`config.mk`:
```
export PLATFORM = sky130hd
export DESIGN_NAME = uart_mmio_flat
export DESIGN_NICKNAME = d
export VERILOG_FILES = /design/src/rtl/uart_mmio_if.sv /design/src/rtl/uart_mmio.sv /design/src/flat_wrapper.sv
export SDC_FILE = /design/constraint.sdc
export NUM_CORES = 1
export LEC_CHECK = 0
export CELL_PAD_IN_SITES_DETAIL_PLACEMENT = 1
export CELL_PAD_IN_SITES_GLOBAL_PLACEMENT = 2
export CORE_MARGIN = 2
export CORE_UTILIZATION = 40
export DETAILED_ROUTE_END_ITERATION = 6
export PLACE_DENSITY_LB_ADDON = 0.08
export SLEW_MARGIN = 20
export SYNTH_ARGS = -nofsm -noshare
export SYNTH_HDL_FRONTEND = slang
export SYNTH_SLANG_ARGS = --single-unit
```
`constraint.sdc`:
```
create_clock -name clk -period 5.2 [get_ports clk]
set_input_delay 0.52 -clock clk [delete_from_list [all_inputs] [get_ports clk]]
set_output_delay 0.52 -clock clk [all_outputs]
set_load 0.01 [all_outputs]
```
`src/rtl/uart_mmio_if.sv`:
```
// Data-bus slice shared by the byte-addressed data memory and the UART window.
interface uart_mmio_if;
  logic [1:0]  WE;
  logic [2:0]  READMODE;
  logic        RE;
  logic [31:0] ADDR;
  logic [31:0] WD;
  logic [31:0] RD;
  logic        SEL;

  modport master (output WE, READMODE, RE, ADDR, WD, input RD, SEL);
  modport slave  (input WE, READMODE, RE, ADDR, WD, output RD, SEL);
endinterface

```
`src/rtl/uart_mmio.sv`:
```
// Memory-mapped 8N1 UART with TX/RX FIFOs and sticky status flags.
// Optional CTRL register with internal loopback when UART_LOOPBACK_EN is defined.
module uart_mmio #(
  parameter logic [31:0] BASE_ADDR    = 32'h0000_0400,
  parameter int          CLKS_PER_BIT = 10417,
  parameter int          FIFO_DEPTH   = 16
) (
  input  logic       clk,
  input  logic       rst_n,
  uart_mmio_if.slave bus,
  output logic       tx,
  input  logic       rx
);
  localparam int AW = $clog2(FIFO_DEPTH);
  localparam int CW = $clog2(CLKS_PER_BIT + 1);
  localparam logic [CW-1:0] BIT_LAST  = CW'(CLKS_PER_BIT - 1);
  localparam logic [CW-1:0] HALF_LAST = CW'(CLKS_PER_BIT / 2 - 1);
  localparam logic [CW-1:0] CNT_ZERO  = {CW{1'b0}};
  localparam logic [CW-1:0] CNT_ONE   = CW'(1);
  localparam logic [AW:0]   DEPTH_C   = (AW + 1)'(FIFO_DEPTH);
  localparam logic [AW:0]   PTR_ONE   = (AW + 1)'(1);
`ifdef UART_LOOPBACK_EN
  localparam logic [31:0] WIN_LAST = 32'd15;
`else
  localparam logic [31:0] WIN_LAST = 32'd11;
`endif

  typedef enum logic [1:0] {
    S_IDLE  = 2'd0,
    S_START = 2'd1,
    S_DATA  = 2'd2,
    S_STOP  = 2'd3
  } uart_state_t;

  logic [31:0] off_s;
  logic        sel_s, wr_s, hit_tx_s, hit_rx_s, hit_st_s;
  logic        unused_wd_s;

  assign off_s    = bus.ADDR - BASE_ADDR;
  assign sel_s    = (off_s <= WIN_LAST);
  assign wr_s     = (bus.WE != 2'b00);
  assign hit_tx_s = sel_s && (off_s[3:0] == 4'h0);
  assign hit_rx_s = sel_s && (off_s[3:0] == 4'h4);
  assign hit_st_s = sel_s && (off_s[3:0] == 4'h8);
  assign bus.SEL  = sel_s;
  assign unused_wd_s = &{1'b0, bus.WD[31:8]};

  // ---------------- TX FIFO and serialiser ----------------
  logic [7:0]  tx_mem_r [FIFO_DEPTH];
  logic [AW:0] tx_wp_r, tx_rp_r, tx_cnt_s;
  logic        tx_full_s, tx_empty_s, tx_push_s, tx_pop_s, tx_ovf_set_s, tx_idle_s;
  logic [7:0]  tx_head_s;
  uart_state_t tx_state_r, tx_state_n;
  logic [CW-1:0] tx_clk_r, tx_clk_n;
  logic [2:0]  tx_bit_r, tx_bit_n;
  logic [7:0]  tx_shift_r, tx_shift_n;
  logic        tx_line_r, tx_line_n;

  assign tx_cnt_s   = tx_wp_r - tx_rp_r;
  assign tx_full_s  = (tx_cnt_s == DEPTH_C);
  assign tx_empty_s = (tx_cnt_s == {(AW + 1){1'b0}});
  assign tx_head_s  = tx_mem_r[tx_rp_r[AW-1:0]];
  // The FSM also pops on the last stop-bit cycle so frames run back-to-back.
  assign tx_pop_s   = !tx_empty_s && ((tx_state_r == S_IDLE) ||
                      ((tx_state_r == S_STOP) && (tx_clk_r == BIT_LAST)));
  assign tx_push_s    = wr_s && hit_tx_s && (!tx_full_s || tx_pop_s);
  assign tx_ovf_set_s = wr_s && hit_tx_s && tx_full_s && !tx_pop_s;
  assign tx_idle_s    = tx_empty_s && (tx_state_r == S_IDLE);

  // TX next-state, bit timing and serial line value
  always_comb begin
    tx_state_n = tx_state_r;
    tx_clk_n   = tx_clk_r + CNT_ONE;
    tx_bit_n   = tx_bit_r;
    tx_shift_n = tx_shift_r;
    tx_line_n  = tx_line_r;
    case (tx_state_r)
      S_IDLE: begin
        tx_clk_n  = CNT_ZERO;
        tx_line_n = 1'b1;
        if (tx_pop_s) begin
          tx_state_n = S_START;
          tx_shift_n = tx_head_s;
          tx_line_n  = 1'b0;
        end else begin
          tx_state_n = S_IDLE;
        end
      end
      S_START: begin
        if (tx_clk_r == BIT_LAST) begin
          tx_state_n = S_DATA;
          tx_clk_n   = CNT_ZERO;
          tx_bit_n   = 3'd0;
          tx_line_n  = tx_shift_r[0];
        end else begin
          tx_state_n = S_START;
        end
      end
      S_DATA: begin
        if (tx_clk_r == BIT_LAST) begin
          tx_clk_n = CNT_ZERO;
          if (tx_bit_r == 3'd7) begin
            tx_state_n = S_STOP;
            tx_line_n  = 1'b1;
          end else begin
            tx_bit_n   = tx_bit_r + 3'd1;
            tx_shift_n = {1'b0, tx_shift_r[7:1]};
            tx_line_n  = tx_shift_r[1];
          end
        end else begin
          tx_state_n = S_DATA;
        end
      end
      S_STOP: begin
        if (tx_clk_r == BIT_LAST) begin
          tx_clk_n = CNT_ZERO;
          if (tx_pop_s) begin
            tx_state_n = S_START;
            tx_shift_n = tx_head_s;
            tx_line_n  = 1'b0;
          end else begin
            tx_state_n = S_IDLE;
            tx_line_n  = 1'b1;
          end
        end else begin
          tx_state_n = S_STOP;
        end
      end
      default: begin
        tx_state_n = S_IDLE;
        tx_clk_n   = CNT_ZERO;
        tx_line_n  = 1'b1;
      end
    endcase
  end

  // TX state register and FIFO pointers
  always_ff @(posedge clk or negedge rst_n) begin
    if (!rst_n) begin
      tx_state_r <= S_IDLE;
      tx_clk_r   <= CNT_ZERO;
      tx_bit_r   <= 3'd0;
      tx_shift_r <= 8'd0;
      tx_line_r  <= 1'b1;
      tx_wp_r    <= {(AW + 1){1'b0}};
      tx_rp_r    <= {(AW + 1){1'b0}};
    end else begin
      tx_state_r <= tx_state_n;
      tx_clk_r   <= tx_clk_n;
      tx_bit_r   <= tx_bit_n;
      tx_shift_r <= tx_shift_n;
      tx_line_r  <= tx_line_n;
      if (tx_push_s) tx_wp_r <= tx_wp_r + PTR_ONE;
      if (tx_pop_s)  tx_rp_r <= tx_rp_r + PTR_ONE;
    end
  end

  // ---------------- RX synchroniser, deserialiser and FIFO ----------------
  logic        rx_src_s, rx_sync1_r, rx_sync2_r, rx_prev_r;
  uart_state_t rx_state_r, rx_state_n;
  logic [CW-1:0] rx_clk_r, rx_clk_n;
  logic [2:0]  rx_bit_r, rx_bit_n;
  logic [7:0]  rx_shift_r, rx_shift_n;
  logic        rx_done_s, ferr_set_s;
  logic [7:0]  rx_mem_r [FIFO_DEPTH];
  logic [AW:0] rx_wp_r, rx_rp_r, rx_cnt_s;
  logic        rx_full_s, rx_empty_s, rx_push_s, rx_pop_s, rx_ovf_set_s;
  logic [7:0]  rx_head_s;

  assign rx_cnt_s     = rx_wp_r - rx_rp_r;
  assign rx_full_s    = (rx_cnt_s == DEPTH_C);
  assign rx_empty_s   = (rx_cnt_s == {(AW + 1){1'b0}});
  assign rx_head_s    = rx_mem_r[rx_rp_r[AW-1:0]];
  assign rx_pop_s     = bus.RE && hit_rx_s && !rx_empty_s;
  assign rx_push_s    = rx_done_s && (!rx_full_s || rx_pop_s);
  assign rx_ovf_set_s = rx_done_s && rx_full_s && !rx_pop_s;

  // RX next-state with mid-bit sampling
  always_comb begin
    rx_state_n = rx_state_r;
    rx_clk_n   = rx_clk_r + CNT_ONE;
    rx_bit_n   = rx_bit_r;
    rx_shift_n = rx_shift_r;
    rx_done_s  = 1'b0;
    ferr_set_s = 1'b0;
    case (rx_state_r)
      S_IDLE: begin
        rx_clk_n = CNT_ZERO;
        if (rx_prev_r && !rx_sync2_r) begin
          rx_state_n = S_START;
        end else begin
          rx_state_n = S_IDLE;
        end
      end
      S_START: begin
        if (rx_clk_r == HALF_LAST) begin
          rx_clk_n = CNT_ZERO;
          rx_bit_n = 3'd0;
          if (rx_sync2_r) begin
            rx_state_n = S_IDLE;
          end else begin
            rx_state_n = S_DATA;
          end
        end else begin
          rx_state_n = S_START;
        end
      end
      S_DATA: begin
        if (rx_clk_r == BIT_LAST) begin
          rx_clk_n   = CNT_ZERO;
          rx_shift_n = {rx_sync2_r, rx_shift_r[7:1]};
          if (rx_bit_r == 3'd7) begin
            rx_state_n = S_STOP;
          end else begin
            rx_bit_n = rx_bit_r + 3'd1;
          end
        end else begin
          rx_state_n = S_DATA;
        end
      end
      S_STOP: begin
        if (rx_clk_r == BIT_LAST) begin
          rx_state_n = S_IDLE;
          rx_clk_n   = CNT_ZERO;
          rx_done_s  = rx_sync2_r;
          ferr_set_s = !rx_sync2_r;
        end else begin
          rx_state_n = S_STOP;
        end
      end
      default: begin
        rx_state_n = S_IDLE;
        rx_clk_n   = CNT_ZERO;
      end
    endcase
  end

  // RX synchroniser, state register and FIFO pointers
  always_ff @(posedge clk or negedge rst_n) begin
    if (!rst_n) begin
      rx_sync1_r <= 1'b1;
      rx_sync2_r <= 1'b1;
      rx_prev_r  <= 1'b1;
      rx_state_r <= S_IDLE;
      rx_clk_r   <= CNT_ZERO;
      rx_bit_r   <= 3'd0;
      rx_shift_r <= 8'd0;
      rx_wp_r    <= {(AW + 1){1'b0}};
      rx_rp_r    <= {(AW + 1){1'b0}};
    end else begin
      rx_sync1_r <= rx_src_s;
      rx_sync2_r <= rx_sync1_r;
      rx_prev_r  <= rx_sync2_r;
      rx_state_r <= rx_state_n;
      rx_clk_r   <= rx_clk_n;
      rx_bit_r   <= rx_bit_n;
      rx_shift_r <= rx_shift_n;
      if (rx_push_s) rx_wp_r <= rx_wp_r + PTR_ONE;
      if (rx_pop_s)  rx_rp_r <= rx_rp_r + PTR_ONE;
    end
  end

  // FIFO storage; contents are qualified by the pointers so need no reset
  always_ff @(posedge clk) begin
    if (tx_push_s) tx_mem_r[tx_wp_r[AW-1:0]] <= bus.WD[7:0];
    if (rx_push_s) rx_mem_r[rx_wp_r[AW-1:0]] <= rx_shift_r;
  end

  // ---------------- sticky flags ----------------
  logic [2:0] clr_s;
  logic       tx_ovf_r, rx_ovf_r, ferr_r;

  assign clr_s = (wr_s && hit_st_s) ? bus.WD[6:4] : 3'b000;

  // Set events win over a same-cycle write-1-to-clear
  always_ff @(posedge clk or negedge rst_n) begin
    if (!rst_n) begin
      tx_ovf_r <= 1'b0;
      rx_ovf_r <= 1'b0;
      ferr_r   <= 1'b0;
    end else begin
      tx_ovf_r <= (tx_ovf_r && !clr_s[0]) || tx_ovf_set_s;
      rx_ovf_r <= (rx_ovf_r && !clr_s[1]) || rx_ovf_set_s;
      ferr_r   <= (ferr_r   && !clr_s[2]) || ferr_set_s;
    end
  end

  // ---------------- optional loopback ----------------
`ifdef UART_LOOPBACK_EN
  logic hit_ctrl_s, lb_r, lb_n, tx_pin_r;

  assign hit_ctrl_s = sel_s && (off_s[3:0] == 4'hC);

  // CTRL write decode
  always_comb begin
    if (wr_s && hit_ctrl_s) begin
      lb_n = bus.WD[0];
    end else begin
      lb_n = lb_r;
    end
  end

  // Loopback bit and the pin register, held idle while looping back
  always_ff @(posedge clk or negedge rst_n) begin
    if (!rst_n) begin
      lb_r     <= 1'b0;
      tx_pin_r <= 1'b1;
    end else begin
      lb_r     <= lb_n;
      tx_pin_r <= lb_n || tx_line_n;
    end
  end

  assign tx       = tx_pin_r;
  assign rx_src_s = lb_r ? tx_line_r : rx;
`else
  assign tx       = tx_line_r;
  assign rx_src_s = rx;
`endif

  // ---------------- read mux ----------------
  logic [31:0] status_s, rd_s;

  assign status_s = {16'd0, 8'(rx_cnt_s), 1'b0, ferr_r, rx_ovf_r, tx_ovf_r,
                     rx_full_s, rx_empty_s, tx_idle_s, tx_full_s};

  // Register read data; unmapped, misaligned and write-only offsets read 0
  always_comb begin
    rd_s = 32'd0;
    if (hit_rx_s && !rx_empty_s) begin
      case (bus.READMODE)
        3'b000, 3'b001, 3'b010: rd_s = {24'd0, rx_head_s};
        3'b011, 3'b110:         rd_s = {{24{rx_head_s[7]}}, rx_head_s};
        default:                rd_s = 32'd0;
      endcase
    end else if (hit_st_s) begin
      rd_s = status_s;
`ifdef UART_LOOPBACK_EN
    end else if (hit_ctrl_s) begin
      rd_s = {31'd0, lb_r};
`endif
    end else begin
      rd_s = 32'd0;
    end
  end

  assign bus.RD = rd_s;
endmodule

```
`src/flat_wrapper.sv`:
```
// flat-port wrapper written by rule: the top's interface ports become plain ports
module uart_mmio_flat 
#(
  parameter logic [31:0] BASE_ADDR    = 32'h0000_0400,
  parameter int          CLKS_PER_BIT = 10417,
  parameter int          FIFO_DEPTH   = 16
)
  (clk, rst_n, tx, rx, bus_WE, bus_READMODE, bus_RE, bus_ADDR, bus_WD, bus_RD, bus_SEL);
  uart_mmio_if bus_i ();
  input  logic clk;
  input  logic rst_n;
  output logic tx;
  input  logic rx;
  input wire logic [$bits(bus_i.WE)-1:0] bus_WE;
  input wire logic [$bits(bus_i.READMODE)-1:0] bus_READMODE;
  input wire logic [$bits(bus_i.RE)-1:0] bus_RE;
  input wire logic [$bits(bus_i.ADDR)-1:0] bus_ADDR;
  input wire logic [$bits(bus_i.WD)-1:0] bus_WD;
  output wire logic [$bits(bus_i.RD)-1:0] bus_RD;
  output wire logic [$bits(bus_i.SEL)-1:0] bus_SEL;
  assign bus_i.WE = bus_WE;
  assign bus_i.READMODE = bus_READMODE;
  assign bus_i.RE = bus_RE;
  assign bus_i.ADDR = bus_ADDR;
  assign bus_i.WD = bus_WD;
  assign bus_RD = bus_i.RD;
  assign bus_SEL = bus_i.SEL;
  uart_mmio #(.BASE_ADDR(BASE_ADDR), .CLKS_PER_BIT(CLKS_PER_BIT), .FIFO_DEPTH(FIFO_DEPTH)) u_core (.clk(clk), .rst_n(rst_n), .bus(bus_i), .tx(tx), .rx(rx));
endmodule
```
---- Word-level counts from Yosys, hierarchy flattened ----
Memories as Yosys holds them, arrays and structs flattened.
Cells that the tools add are included.
word-level totals
  register bits after elaboration ......... 81
  RAM bits ................................ 256
  output and inout bits ................... 34
  word-level logic and storage cells ...... 166
  memories ................................ 2
operators by class
  $add $sub $neg .......................... 11
  order comparisons ....................... 1
  equal/unequal tests ..................... 28
  multiplexer cells ....................... 49
  reductions and logical operators ........ 56
memory list
  memory           depth  bits a word  read ports  clocked after memory_dff  wr ports  line              source
  u_core.rx_mem_r  16     8            1           0                         1         uart_mmio.sv:165  logic [7:0] rx_mem_r [FIFO_DEPTH];
  u_core.tx_mem_r  16     8            1           0                         1         uart_mmio.sv:49   logic [7:0] tx_mem_r [FIFO_DEPTH];
operator list
  cell                      number
  $pmux W32 S2              1
  $mux W14                  3
  $pmux W14 S3              1
  $le A32 B4 Y1 const B     1
  $mux W32                  1
  $mux W8                   4
  $sub A32 B11 Y32 const B  1
  $add A14 B1 Y14 const B   2
  $eq A14 B14 Y1 const B    2
  $pmux W14 S2              1
  $pmux W8 S3               1
  $logic_and A1 B1 Y1       21
  $mux W3                   7
  $add A5 B1 Y5 const B     4
  $mux W2                   9
  $pmux W2 S4               2
  $mux W1                   15
  $eq A14 B13 Y1 const B    1
  $mux W13                  1
  $pmux W3 S2               2
  $reduce_and A4 Y1         3
  $eq A5 B5 Y1 const B      2
  $logic_not A1 Y1          10
  $logic_not A5 Y1          2
  other kinds (24)          48

---- Depth between registers and ports, before layout ----
  word-level depth ........................ 9
  mapped depth ............................ 12
  depth with buffers taken out ............ 11

---- Worst setup path after synthesis ----
Ideal clock, no wire load.
  kind .................................... flip-flop to output port
  start ................................... register u_core.rx_rp_r[1]
  end ..................................... output bus_RD[10]
  data arrival time ....................... 3.576 ns
  required time ........................... 4.680 ns
  setup slack ............................. 1.104 ns
  stages on the path, launching flop included .. 13
  cells stage by stage .................... dfrtp_1 -> clkbuf_1 -> clkbuf_1 -> inv_1 -> fa_1 -> a21o_1 -> a21oi_1 -> xnor2_1 -> o311ai_0 -> nor2_1 -> and4_1 -> clkbuf_1 -> o21bai_1
between the ends
  cells in the longest elaborated chain, start to end .. 5
  elaborated cells on any way between the ends .. 8
ends and longest elaborated chain
  element                   line                source
  start: declaration        uart_mmio.sv:166    logic [AW:0] rx_wp_r, rx_rp_r, rx_cnt_s;
  start signal: assignment  uart_mmio.sv:249    rx_rp_r <= {(AW + 1){1'b0}};
  start signal: assignment  uart_mmio.sv:259    if (rx_pop_s) rx_rp_r <= rx_rp_r + PTR_ONE;
  $sub A5 B5 Y5             uart_mmio.sv:170    assign rx_cnt_s = rx_wp_r - rx_rp_r;
  $logic_not A5 Y1          uart_mmio.sv:172    assign rx_empty_s = (rx_cnt_s == {(AW + 1){1'b0}});
  $logic_not A1 Y1          uart_mmio.sv:330    if (hit_rx_s && !rx_empty_s) begin
  $logic_and A1 B1 Y1       uart_mmio.sv:330
  $mux W32 (*)              uart_mmio.sv:330
  end: declaration          flat_wrapper.sv:19  output wire logic [$bits(bus_i.RD)-1:0] bus_RD;
Every way passes the cells marked *; elsewhere a longest branch is shown, timed or not.

---- Worst setup path after layout ----
  start ................................... register u_core.rx_wp_r[0]
  end ..................................... output bus_RD[10]
between the ends
  cells in the longest elaborated chain, start to end .. 5
  elaborated cells on any way between the ends .. 6
ends and longest elaborated chain
  element                   line              source
  start: declaration        uart_mmio.sv:166
  start signal: assignment  uart_mmio.sv:248  rx_wp_r <= {(AW + 1){1'b0}};
  start signal: assignment  uart_mmio.sv:258  if (rx_push_s) rx_wp_r <= rx_wp_r + PTR_ONE;
  $sub A5 B5 Y5 (*)         uart_mmio.sv:170
  $logic_not A5 Y1          uart_mmio.sv:172
  $logic_not A1 Y1          uart_mmio.sv:330
  $logic_and A1 B1 Y1       uart_mmio.sv:330
  $mux W32 (*)              uart_mmio.sv:330
Marks and branches as above.

==> run_results.csv <==
group,metric,value,unit
placement,gp_congestion,0.762,
logic_synthesis,seq_area_frac_synth,65.4,%
critical_path,required,4.68,ns
critical_path,setup.worst_path.end_class,"output port",
critical_path,arrival,4.36,ns
clock_tree,cts_buffer_depth,3,
critical_path,worstPathMaxFanout,24,
logic_synthesis,synth_top_area_share,51.8,%
cells_and_area,drive_above_1_share,19.4,%
cells_and_area,finalInstanceArea,17300,µm²
timing,max_freq,205,MHz
timing,period_needed,4.88,ns
worst_hold_path,hp-class,"reg2reg",
logic_synthesis,yosys.area.top_type,"edfxtp_1",
logic_synthesis,synthFlopType,"edfxtp_1",
power_and_ir_drop,switching_share,20.6,%
logic_synthesis,netlist_instances,909,
timing,finalSetupViolCount,0,
route,first_pass_iters,4,
logic_synthesis,syn_avg_cell_area,16.3,µm²
global_route,overflow,0,
power_and_ir_drop,power_frac_seq,51.1,%
floorplanning,rows,70,
route,wl,35700,µm
route,post-route-drc-count,0,
clock_tree,numCtsBuffers,38,
global_route,grt_usage,19.3,%
global_route,grt_max_degree,61,
cells_and_area,final_util,47.4,%
floorplanning,start_util,40.6,%
worst_hold_path,min_path_cells,0,
global_route,grt_pass1_wl,55300,µm
floorplanning,die_h,197,µm
route,drtIter0Drc,447,
clock_tree,cts_setup_buffers,0,
cells_and_area,layout_common_cells,"256 x edfxtp_1, 81 x clkdlybuf4s50_1, 80 x mux4_2",
logic_synthesis,synth.distinct_cells,70,
timing,setup_tns,0,ns
cells_and_area,final_common_cell,"edfxtp_1",
route,vias_per_cell,5.48,
global_route,grt_pass1_vias,8693,
logic_synthesis,synthArstFlopShare,24.0,%
logic_synthesis,syn_nets,1014,
clock_tree,cts-root-buf,"clkbuf_16",
critical_path,start_kind,"register",
logic_synthesis,synth-seq-cells,337,
clock_tree,clkTransAtPathRegs,0.06,ns
power_and_ir_drop,power_density,330,nW/µm²
critical_path,r2r_cells,8,
global_route,busiest_layer,"met2",
clock_tree,cts_num_sinks,337,
route,antenna_left,0,
critical_path,crit_type,"reg2out",
route,wl_per_cell,23.9,µm
power_and_ir_drop,comb_power_share,2.5,%
timing,post-route-period-util,93.9,%
global_route,grt_util_met3,3.03,%
power_and_ir_drop,vdd_ir_drop_max,277,µV
floorplanning,die_w,197,µm
timing,finClkSkew,0.0205,ns
placement,numPortBuffers,82,
floorplanning,io_pins,107,
logic_synthesis,synthTopCellsByArea,"edfxtp_1 52%, dfrtp_1 13%, mux4_2 12%",
clock_tree,clk-insertion-delay-late,0.54,ns
timing,finalHoldViolCount,0,
power_and_ir_drop,power,5730,µW
floorplanning,die_area,38700,µm²
logic_synthesis,synth-edff-count,256,
run,drv_cap,0,
global_route,grtUsageMet1,25.9,%
logic_synthesis,netlist_area,14900,µm²
timing,slew_headroom,42.6,%
power_and_ir_drop,power.share.clock,46.4,%
global_route,antenna_found_initial,4,
placement,pre_cts_slack,0.724,ns
run_status,outcome,"finished clean",
timing,worst_slew_pin_slew,0.862,ns
placement,place_area,16100,µm²
clock_tree,cts_max_level,2,
route,vias,8185,
clock_tree,cts_tree,"built",
timing,timing.final.ws_setup,0.319,ns
timing,rsz0062_at_grt,"no",
cells_and_area,fin_nets,1097,
power_and_ir_drop,intPower,4550,µW
logic_synthesis,ys_warn_count,0,
global_route,grtUsageMet2,32.3,%
floorplanning,core,36600,µm²
timing,slew_viol_final,0,
placement,hpwl,22600,µm
power_and_ir_drop,p_sw,1180,µW
cells_and_area,area_delta_synth_final,16.8,%
power_and_ir_drop,p_leak,0.00645,µW
## worst paths after layout
| check | start | endpoint | slack [ns] |
|---|---|---|---|
| min | u_core.rx_sync1_r$_DFF_PN1_ | u_core.rx_sync2_r$_DFF_PN1_ | 0.36 |
| max reg2reg | u_core.tx_clk_r[0]$_DFF_PN0_ | u_core.tx_mem_r[11][0]$_DFFE_PP_ | 1.25 |
| max in group asynchronous | rst_n | u_core.rx_rp_r[0]$_DFFE_PN0P_ | 3.53 |
| min in group asynchronous | rst_n | u_core.tx_shift_r[2]$_DFFE_PN0P_ | 0.48 |
| max | u_core.rx_wp_r[0]$_DFFE_PN0P_ | bus_RD[10] | 0.32 |
| min reg2reg | u_core.rx_sync1_r$_DFF_PN1_ | u_core.rx_sync2_r$_DFF_PN1_ | 0.36 |
## layer usage
layer	up-vias	part of all wire, %
met3	57	3.1
li1	3723	-
met5	-	0
met1	4270	44
met2	135	50
met4	0	2.6
## repair_timing
item                                   in CTS  in global routing
endpoints found under the hold margin      20                  0
hold buffers                                1                  0
resized for setup                           0                  1
setup endpoints to repair                   0                  2
## cell usage after synthesis (6+ instances only)
| library cell | n |
|---|---|
| xnor2_1 | 24 |
| inv_1 | 30 |
| a22o_1 | 8 |
| mux4_2 | 80 |
| buf_4 | 18 |
| or3_1 | 9 |
| and4_1 | 6 |
| nand4_1 | 15 |
| a21oi_1 | 10 |
| clkbuf_1 | 19 |
| nand2_1 | 37 |
| nand3_1 | 18 |
| nor3_1 | 7 |
| nor2_1 | 51 |
| xor2_1 | 19 |
| ha_1 | 31 |
| nor2b_1 | 8 |
| nor4_1 | 6 |
| dfrtp_1 | 77 |
| edfxtp_1 | 256 |
| and3_1 | 30 |
| mux2_2 | 27 |
| o21ai_0 | 22 |
| buf_1 | 11 |
## cell type report
class                           instances  area (µm²)
Sequential cell                       337        9720
Clock inverter                         16         175
Inverter                               32         120
Multi-Input combinational cell        489        4760
Antenna cell                            4        10.0
Clock buffer                           54        1060
Timing Repair Buffer                   94         911
Tap cell                              468         586
Fill cell                            3543       19300
## stage by stage
| stage | instances | hold WS [ns] |
|---|---|---|
| 3_5_place_dp | 1419 | 0.348 |
| 5_1_grt | 1494 | 0.361 |
| 2_1_floorplan | 909 | 0.224 |
| 6_report | 1494 | 0.357 |
| 4_1_cts | 1490 | 0.357 |
| 3_3_place_gp | 1419 | 0.347 |
## power by group through the flow
stage / Combinational (µW) / Clock (µW) / Sequential (µW)
after floorplan: 60.7 / 0 / 2980
after global placement: 144 / 0 / 2980
after detailed placement: 146 / 0 / 2980
after CTS: 148 / 2730 / 2930
after global routing: 162 / 2820 / 2930
final: 144 / 2660 / 2930
## logic make-up (layout without fill, tap and decap cells)
logic type	after synthesis	in the layout	synth area share, %
AOI/OAI and AO/OA	77	77	3.62
muxes	109	109	14.3
buffers and inverters	83	196	2.62
other	0	4	0
adders and majority gates	32	32	2.75
and+or+nand+nor	228	228	8.71
DFF	337	337	65.4
xor gates and xnor gates	43	43	2.54
## flip-flops by register name, summed over array words and instances (netlist names), 2 cells and up
register	count
u_core.tx_wp_r	5
u_core.tx_mem_r	128
u_core.tx_shift_r	8
u_core.tx_state_r	2
u_core.rx_rp_r	5
u_core.rx_state_r	2
u_core.tx_rp_r	5
u_core.rx_wp_r	5
u_core.rx_clk_r	14
u_core.tx_clk_r	14
u_core.tx_bit_r	3
u_core.rx_mem_r	128
u_core.rx_shift_r	8
u_core.rx_bit_r	3
## critical path, stage by stage (launching register included)
cell and delay, ns:
dfrtp_1 0.41, inv_1 0.17, ha_1 0.19, inv_1 0.05
fa_1 0.41, a21o_1 0.18, a21oi_1 0.17, xnor2_1 0.21
o311ai_0 0.72, nor2_2 0.19, and4_1 0.23, buf_4 0.20
o21bai_1 0.18, clkdlybuf4s50_1 0.50
(Power assumes the default switching activity.)
==> variant (same settings) <==
Add a define of `UART_LOOPBACK_EN`.
--- a/src/rtl/uart_mmio.sv
+++ b/src/rtl/uart_mmio.sv
@@ -2,2 +2,4 @@
 // Optional CTRL register with internal loopback when UART_LOOPBACK_EN is defined.
+`define UART_LOOPBACK_EN
+
 module uart_mmio #(
Behaviour: not the same (a bounded check fails within 4 cycles, from zero or initial values and one cycle with rst_n low).
==> variant against the original RTL <==
Sequential power up 1%; worst hold slack worse by 0.29 ns; largest cell class unchanged; sequential cell count up 2; wire length up 0.75%; total power up 1.7%; synthesized area up 0.74%; maximum frequency up 8.8%; clock skew down 0.0035 ns; clock power up 2%; final area up 0.34%; worst setup slack better by 0.39 ns; critical endpoint is now bus_RD[7].
==> variant: results (changes against the original RTL) <==
[route]
wl_met2_um = 17600  ; was 17800 um
drtIter0Drc = 369  ; was 447
firstDrtPassIters = 6  ; was 4
avgRoutedWirePerCell_um = 23.8  ; was 23.9 um
wl_met3_um = 1480  ; was 1100 um
wl_met1_um = 16200  ; was 15800 um
vias_per_cell = 5.45  ; was 5.48

[global_route]
grt_use_met3_pct = 2.61  ; was 3.03%
grt_usage_pct = 19.0  ; was 19.3%
use_met2_pct = 31.3  ; was 32.3%
first_global_vias = 8757  ; was 8693
grt_max_degree = 49  ; was 61
met1_usage_pct = 26.6  ; was 25.9%
antenna_found_initial = 0  ; was 4
grt_pass1_wl_um = 55000  ; was 55300 um

[critical_path]
critPathMaxStageDelay_ns = 0.61  ; was 0.72 ns
crit-reg2reg-launch = u_core.tx_rp_r[2]  ; was u_core.tx_clk_r[0]
slowest_stage = clkdlybuf4s50_1  ; was o311ai_0
cp-endpoint = bus_RD[7]  ; was bus_RD[10]
cp_data_arrival_time_ns = 3.97  ; was 4.36 ns
crit_fanout = 8  ; was 24
ff2ff_setup_slack_ns = 1.63  ; was 1.25 ns
path_delay_family = simple AND/OR/NAND/NOR gates  ; was compound AO/OA/AOI/OAI gates

[place]
gp_congestion = 0.716  ; was 0.762
placed_area_mm2 = 0.0162  ; was 0.0161 mm^2
dpl.hpwl_um = 23200  ; was 22600 um
pre_cts_ws_ns = 1.00  ; was 0.724 ns
dp.cells = 1447  ; was 1419

[synth]
synth_nets = 1039  ; was 1014
synth.lib_cells_used.distinct = 70  ; unchanged
synth_edf_count = 256  ; unchanged
async_reset_ff_share_pct = 24.5  ; was 24.0%
ys_seq_area_share_pct = 65.3  ; was 65.4%
synth_common_cells = 256 x edfxtp_1, 78 x dfrtp_1, 73 x mux4_2  ; was 256 x edfxtp_1, 80 x mux4_2, 77 x dfrtp_1
synth_cells = 939  ; was 909
synthTopCellsByArea = edfxtp_1 51%, dfrtp_1 13%, mux4_2 11%, ha_1 2.2%, nor2_1 1.7%  ; was edfxtp_1 52%, dfrtp_1 13%, mux4_2 12%, ha_1 2.6%, mux2_2 2.0%

[clock_network]
numCtsBuffers = 38  ; unchanged
cts_setup_buffers = 0  ; unchanged
clock_path_buffers = 3  ; unchanged
htreeDepth = 2  ; unchanged
ctsResizeCount = 0  ; unchanged

[timing]
tightest_slew_ns = 0.976  ; was 0.862 ns
finalWorstPathRequiredPeriod_ns = 4.49  ; was 4.88 ns
hold_ws_ns = 0.0687  ; was 0.357 ns
clock_skew_ns = 0.0169  ; was 0.0205 ns

[pwr]
p_leak_nw = 6.50  ; was 6.45 nW
powerDensity_mw_per_mm2 = 335  ; was 330 mW/mm^2
p_int_mw = 4.64  ; was 4.55 mW
peakVddDrop_v = 0.000248  ; was 0.000277 V
seq_power_mw = 2.97  ; was 2.93 mW

[status]
status = completed  ; unchanged

[finish]
diodes = 0  ; was 4
fin_nets = 1119  ; was 1097
drive_gt1_share_pct = 17.4  ; was 19.4%
nFillCells = 3538  ; was 3543
stdcell_count = 1514  ; was 1494

[hold_path]
hold_class = in2async  ; was reg2reg

==> variant: worst min path at each step <==
stage                                 endpoint  cells past startpoint
final                     u_core.tx_shift_r[3]                      1
after global routing      u_core.tx_shift_r[7]                      1
after CTS                 u_core.tx_shift_r[7]                      1
after detailed placement     u_core.rx_sync2_r                      0
after global placement       u_core.rx_sync2_r                      0
after floorplan                  u_core.ferr_r                      0
==> variant: area by class of cell <==
cell class,instances,area [um^2],area share (%)
clock inverters,11,158,0.906
well taps,468,586,3.36
multi-input cells,512,4770,27.4
flip-flops and latches,339,9770,56.2
clock buffers,56,1080,6.22
repair buffers,94,908,5.22
inverters,34,128,0.733
==> variant: cells by family (layout without fill, tap and decap cells) <==
group	count (synthesis)	in the layout	synth area share [%]
buffers and inverters	88	195	2.85
DFF	339	339	65.3
and+or+nand+nor	241	241	9.12
AOI/OAI and AO/OA	95	95	4.53
xor gates and xnor gates	43	43	2.52
adders and majority gates	27	27	2.31
muxes	106	106	13.4
